$ cat src/rtl/wb_arbiter_pkg.sv
// Shared write-back types and the op-age comparison.
// The PRF and the write-back arbiter both import this package.
package types;

    typedef struct packed {
        logic [15:0] opid;   // bit 15 = valid, low bits = op ID
        logic [6:0]  prd;    // destination physical register
        logic [31:0] data;   // result value
    } exe_bundle_t;

    typedef struct packed {
        logic [15:0] opid;   // redirecting op, bit 15 = redirect valid
        logic [15:0] topid;  // oldest op still in flight
    } red_bundle_t;

    // True when x is strictly younger than the redirecting op.
    // Distances are taken from topid modulo opsz, so wrapped IDs order correctly.
    function automatic logic younger(input red_bundle_t red, input logic [15:0] x,
                                     input int opsz);
        logic [15:0] mask;
        logic [15:0] dist_x;
        logic [15:0] dist_r;
        mask   = 16'(opsz - 1);
        dist_x = (x - red.topid) & mask;
        dist_r = (red.opid - red.topid + 16'd1) & mask;
        return red.opid[15] & x[15] & (dist_x >= dist_r);
    endfunction

endpackage

$ cat src/rtl/wb_queue.sv
// Per-source result FIFO with per-entry squash on redirect.
// Heads that were squashed are popped as bubbles without taking a write slot.
module wb_queue
    import types::*;
#(
    parameter int qdep = 4,
    parameter int opsz = 64
) (
    input  logic        clk,
    input  logic        rst,
    input  exe_bundle_t in_bundle,
    output logic        ready,
    input  red_bundle_t red_bundle,
    output exe_bundle_t head,
    output logic        head_live,
    input  logic        grant
);

    localparam int aw = $clog2(qdep);
    localparam int cw = aw + 1;

    exe_bundle_t     mem [qdep];
    logic [qdep-1:0] vld;
    logic [aw-1:0]   rd_ptr;
    logic [aw-1:0]   wr_ptr;
    logic [cw-1:0]   count;
    logic            present;
    logic            accept;
    logic            pop;

    // Ready comes from registered occupancy only; a same-cycle pop gives no credit.
    assign ready     = (count < cw'(qdep));
    assign present   = (count != '0);
    assign head      = mem[rd_ptr];
    assign head_live = present & vld[rd_ptr] & ~younger(red_bundle, mem[rd_ptr].opid, opsz);
    assign accept    = in_bundle.opid[15] & ready & ~younger(red_bundle, in_bundle.opid, opsz);
    assign pop       = grant | (present & ~head_live);

    // Payload storage, written only when a result is accepted.
    // NOTE: the payload array has no reset; count and vld decide which entries are live,
    // so stale contents are never observed.
    always_ff @(posedge clk) begin
        if (accept) begin
            mem[wr_ptr] <= in_bundle;
        end
    end

    // Pointers, occupancy and per-entry valid bits, with squash on redirect.
    always_ff @(posedge clk) begin
        if (rst) begin
            rd_ptr <= '0;
            wr_ptr <= '0;
            count  <= '0;
            vld    <= '0;
        end else begin
            for (int j = 0; j < qdep; j++) begin
                if (younger(red_bundle, mem[j].opid, opsz)) begin
                    vld[j] <= 1'b0;
                end
            end
            if (accept) begin
                vld[wr_ptr] <= 1'b1;
                wr_ptr      <= wr_ptr + 1'b1;
            end
            if (pop) begin
                rd_ptr <= rd_ptr + 1'b1;
            end
            case ({accept, pop})
                2'b10:   count <= count + 1'b1;
                2'b01:   count <= count - 1'b1;
                default: count <= count;
            endcase
        end
    end

endmodule

$ cat src/rtl/wb_arbiter.sv
// Write-back arbiter: fus result queues feed ewd PRF write slots.
// Round-robin grant, slots packed from 0 upward, squashed heads masked.
module wb_arbiter
    import types::*;
#(
    parameter int fus  = 4,
    parameter int ewd  = 2,
    parameter int qdep = 4,
    parameter int opsz = 64
) (
    input  logic            clk,
    input  logic            rst,
    input  exe_bundle_t     fu_bundle [fus],
    output logic [fus-1:0]  fu_ready,
    input  red_bundle_t     red_bundle,
    output exe_bundle_t     exe_bundle [ewd]
);

    localparam int rw = (fus > 1) ? $clog2(fus) : 1;
    localparam int sw = (ewd > 1) ? $clog2(ewd) : 1;

    exe_bundle_t    head [fus];
    logic [fus-1:0] head_live;
    logic [fus-1:0] grant;
    logic [rw-1:0]  rr;
    logic [rw-1:0]  rr_next;

    for (genvar i = 0; i < fus; i++) begin : g_queue
        wb_queue #(
            .qdep (qdep),
            .opsz (opsz)
        ) u_queue (
            .clk        (clk),
            .rst        (rst),
            .in_bundle  (fu_bundle[i]),
            .ready      (fu_ready[i]),
            .red_bundle (red_bundle),
            .head       (head[i]),
            .head_live  (head_live[i]),
            .grant      (grant[i])
        );
    end

    // Round-robin search from rr, filling up to ewd slots from live queue heads.
    always_comb begin
        int            taken;
        int            sum;
        logic [rw-1:0] idx;
        logic [sw-1:0] slot;
        // NOTE: every output and temporary gets a default before the search loop,
        // so no path leaves anything unassigned and no latch is inferred.
        taken   = 0;
        sum     = 0;
        idx     = '0;
        slot    = '0;
        grant   = '0;
        rr_next = rr;
        for (int s = 0; s < ewd; s++) begin
            exe_bundle[s] = '0;
        end
        // NOTE: blocking assignments here; taken/idx are running values within one
        // evaluation, not state, so each iteration must see the previous one's update.
        for (int k = 0; k < fus; k++) begin
            sum = int'(rr) + k;
            if (sum >= fus) begin
                sum = sum - fus;
            end
            idx = rw'(sum);
            if (!rst && head_live[idx] && (taken < ewd)) begin
                slot             = sw'(taken);
                grant[idx]       = 1'b1;
                exe_bundle[slot] = head[idx];
                taken            = taken + 1;
                rr_next          = (idx == rw'(fus - 1)) ? '0 : idx + 1'b1;
            end
        end
    end

    // Round-robin pointer: moves past the last granted source, holds when idle.
    always_ff @(posedge clk) begin
        if (rst) begin
            rr <= '0;
        end else begin
            rr <= rr_next;
        end
    end

endmodule

$ cat config.mk
export PLATFORM = sky130hd
export DESIGN_NAME = wb_arbiter
export DESIGN_NICKNAME = d
export VERILOG_FILES = /design/src/rtl/wb_arbiter_pkg.sv /design/src/rtl/wb_queue.sv /design/src/rtl/wb_arbiter.sv
export SDC_FILE = /design/constraint.sdc
export NUM_CORES = 2
export LEC_CHECK = 0
export CORE_AREA = 5 5 456 458
export CTS_CLUSTER_SIZE = 10
export DETAILED_ROUTE_END_ITERATION = 6
export DIE_AREA = 0 0 461 463
export MAX_ROUTING_LAYER = met4
export PLACE_DENSITY = 0.46
export SETUP_SLACK_MARGIN = 0.1
export SLEW_MARGIN = 30
export SYNTH_ARGS = -nofsm -noshare
export SYNTH_HDL_FRONTEND = slang
export SYNTH_SLANG_ARGS = --single-unit
$ cat constraint.sdc
create_clock -name clk -period 22.9 [get_ports clk]
set_clock_uncertainty 0.2 [all_clocks]
set_input_delay 4.58 -clock clk [delete_from_list [all_inputs] [get_ports clk]]
set_output_delay 4.58 -clock clk [all_outputs]
set_load 0.02 [all_outputs]
==> summary.txt <==
Placed design
  – Placed insts: 6,674
  – Dpl cell area: 56,900 um^2
  – Placer Congestion: 0.841
  – Dpl hpwl: 123,000 um
  – IO Port Bufs: 348
  – Dpl ws: 2610 ps

Die
  – Die width: 461 um
  – Die height: 463 um
  – Io pins: 368
  – Starting Density: 24.8%
  – Core Region: 204,000 um^2
  – Die ar.: 213,000 um^2
  – Row cnt: 166

Finish
  – Final nets: 4,686
  – Final non-filler cell total: 6,900
  – Multi-input gate area: 21,600 um^2
  – Filler cells: 20.4k
  – Share of cells above drive strength 1: 12.1%
  – Area Overhead vs Synth: 19.4%
  – Register area: 27,500 um^2
  – Post-route cell area: 60,400 um^2
  – Post-layout util: 29.7%

Detailed routing
  – Initial DRC count: 2,820
  – Vias: 33.7k
  – Final wirelength: 178,000 um
  – DR WL/cell: 25.8 um
  – Drt first pass iters: 7
  – Via density: 4.88
  – DRC: 3
  – Antenna-violating nets left: 0

Global route
  – Met1 usage: 19.6%
  – GRT Resource Usage Total: 16.7%
  – Antenna violations before repair: 78
  – Met2 Use GR: 27.9%
  – Number of global-route vias before repair: 33.2k
  – Total grt overflow: 0
  – Maximum number of pins on one net before global-route repair: 109
  – First-pass GRT wire length: 250,000 um
  – Grt peak-use layer: met2
  – GRT met3 Usage: 4.08%

Worst hold path
  – Worst Hold Class: reg2reg

Logic synthesis
  – Syn_area_per_cell: 13.2 um^2
  – Number of library cell types mapped by synthesis: 75
  – #FFs+latches synth: 934
  – Dominant synthesized flop cell: edfxtp_1
  – Netlist Area Pre-Place: 50,600 um^2
  – Cells after synthesis: 3,821
  – Async set or reset register ratio after synthesis: 0%
  – Sequential area share after synthesis: 54.4%
  – Net Count, Synth: 4,407
  – EDFF count, synth: 880
  – Ys Warns: 0

Clock tree
  – CTS clk-pin slew, worst paths: 60 ps
  – Root buf cell: clkbuf_16
  – Max clock buf depth: 3
  – Clk sinks: 934
  – Worst skew pair latency: 750 ps
  – CTS buffer count: 111
  – Hold buffers post-CTS: 0
  – H-tree depth: 3
  – Post-CTS Repair Setup Buffers: 0
  – CTS tree: yes
  – Post_cts resized: 0

Timing
  – Slew Limit Headroom: 29.8%
  – Final min period: 20,340 ps
  – Setup violators final: 0
  – Final Max Slew Viols: 0
  – Worst setup margin: 2560 ps
  – Final hold vios: 0
  – FMAX: 0.0492 GHz
  – Worst slew pin tran: 1020 ps
  – RSZ-0062 raised after global routing: false
  – Total negative slack: 0 ps
  – Min Hold Slack: 281 ps
  – Final Cycle Share: 88.8%

Critical path
  – Worst path required time: 18,120 ps
  – Worst-path maximum fanout: 75
  – Peak per-stage delay on the critical path: 910 ps
  – Worst Path Class, Setup: in2out
  – Crit-path slowest cell: and2_4
  – Critical path launch point type: primary input
  – Crit path arrival time: 15,560 ps
  – Setup crit end kind: primary output

Pwr
  – Combinational power share: 46.0%
  – Sw frac: 41.1%
  – P_int: 4.24 mW
  – Pwr Total: 7.20 mW
  – Seq pwr share: 31.2%
  – Power share of the clock group: 22.8%
  – NetSw: 2.96 mW
  – Static leakage: 21.8 nW
  – PwrDens: 119 nW/um^2
  – Peak VDD IR: 0.0876 mV

Outcome
  – Failing checks: design-rule violations
  – Status: finished with violations

Run
  – # Max-Cap Violations: 0
[cell usage in the layout (no fill, tap or decap), types with 111 or more instances in the layout]
master	synthesis	final
a21o_1	169	168
a21oi_1	173	173
and3_1	111	111
clkbuf_16	0	114
clkdlybuf4s50_1	0	346
edfxtp_1	880	880
ha_1	302	301
mux4_2	224	224
nand2_1	413	413
nor2_1	263	263
o21ai_0	136	136
[layout make-up]
| type | instances | area share [%] |
|---|---|---|
| well taps | 2688 | 5.57 |
| flip-flops and latches | 934 | 45.6 |
| inverters | 118 | 0.755 |
| repair buffers | 410 | 6.66 |
| clock inverters | 25 | 0.473 |
| multi-input cells | 2525 | 35.7 |
| clock buffers | 146 | 4.99 |
| diodes | 54 | 0.224 |
[Yosys cell counts (all sizes together), types with 31 or more instances]
library cell | n | area share (%)
a2111oi | 54 | 0.94
a21o | 169 | 2.5
a21oi | 181 | 1.9
a221oi | 110 | 2.0
and3 | 111 | 1.4
buf | 103 | 1.3
clkbuf | 141 | 1.1
dfxtp | 54 | 2.1
edfxtp | 880 | 52
ha | 302 | 7.5
inv | 117 | 0.87
mux2i | 110 | 2.2
mux4 | 224 | 10
nand2 | 413 | 3.1
nor2 | 263 | 2.0
nor3 | 63 | 0.62
o211ai | 31 | 0.49
o21ai | 142 | 1.4
o22a | 54 | 0.94
xnor2 | 81 | 1.4
xor2 | 52 | 0.90
[power groups by stage]
stage / Clock (mW) / Combinational (mW) / Sequential, mW
6_report: 1.64 / 3.31 / 2.25
5_1_grt: 1.76 / 3.62 / 2.27
4_1_cts: 1.69 / 3.37 / 2.25
3_5_place_dp: 0 / 3.36 / 2.29
3_3_place_gp: 0 / 3.32 / 2.28
2_1_floorplan: 0 / 2.22 / 2.18
[worst max-delay path: cells and delay by family]
kind,cells,cell delay (ps)
buffers and inverters,9,4040
AND/OR/NAND/NOR,7,2410
AO/OA/AOI/OAI,8,2360
adder cells (fa/ha/maj),6,1790
XOR/XNOR,1,140
[routing by layer]
metal | wire [um] | share of wire (%)
met1 | 72600 | 41
met2 | 87800 | 49
met3 | 10200 | 5.7
met4 | 7340 | 4.1
met5 | 0 | 0
[state kept, by name, indices dropped and copies added, names as in the netlist, named ones only]
name / cells
g_queue.u_queue.count: 12
g_queue.u_queue.rd_ptr: 8
g_queue.u_queue.wr_ptr: 8
rr: 2
g_queue.u_queue.vld: 16
g_queue.u_queue.mem: 880
[path summary, 6_finish.rpt]
kind	slack, ps	from	cells after the start	endpoint
setup / recovery	2560	red_bundle[0]	31	exe_bundle[84]
hold / removal	280	g_queue[1].u_queue.vld[2]$_SDFF_PP0_	2	g_queue[1].u_queue.vld[2]$_SDFF_PP0_
setup reg to reg	12710	flop	32	g_queue[1].u_queue.count[2]$_SDFFE_PP0P_
hold reg to reg	280	g_queue[1].u_queue.vld[2]$_SDFF_PP0_	2	g_queue[1].u_queue.vld[2]$_SDFF_PP0_
[kinds of logic (layout without fill, tap and decap cells)]
logic type	count (synthesis)	after routing	share of synthesized area, %
buf+inv	362	699	3.19
flops	934	934	54.4
other cells	0	54	0
mux	340	340	12.3
compound gates	800	800	11.2
simple gates	920	920	7.92
xor+xnor	133	133	2.30
fa+ha+maj	332	332	8.66
Power figures use the tool's default switching activity.
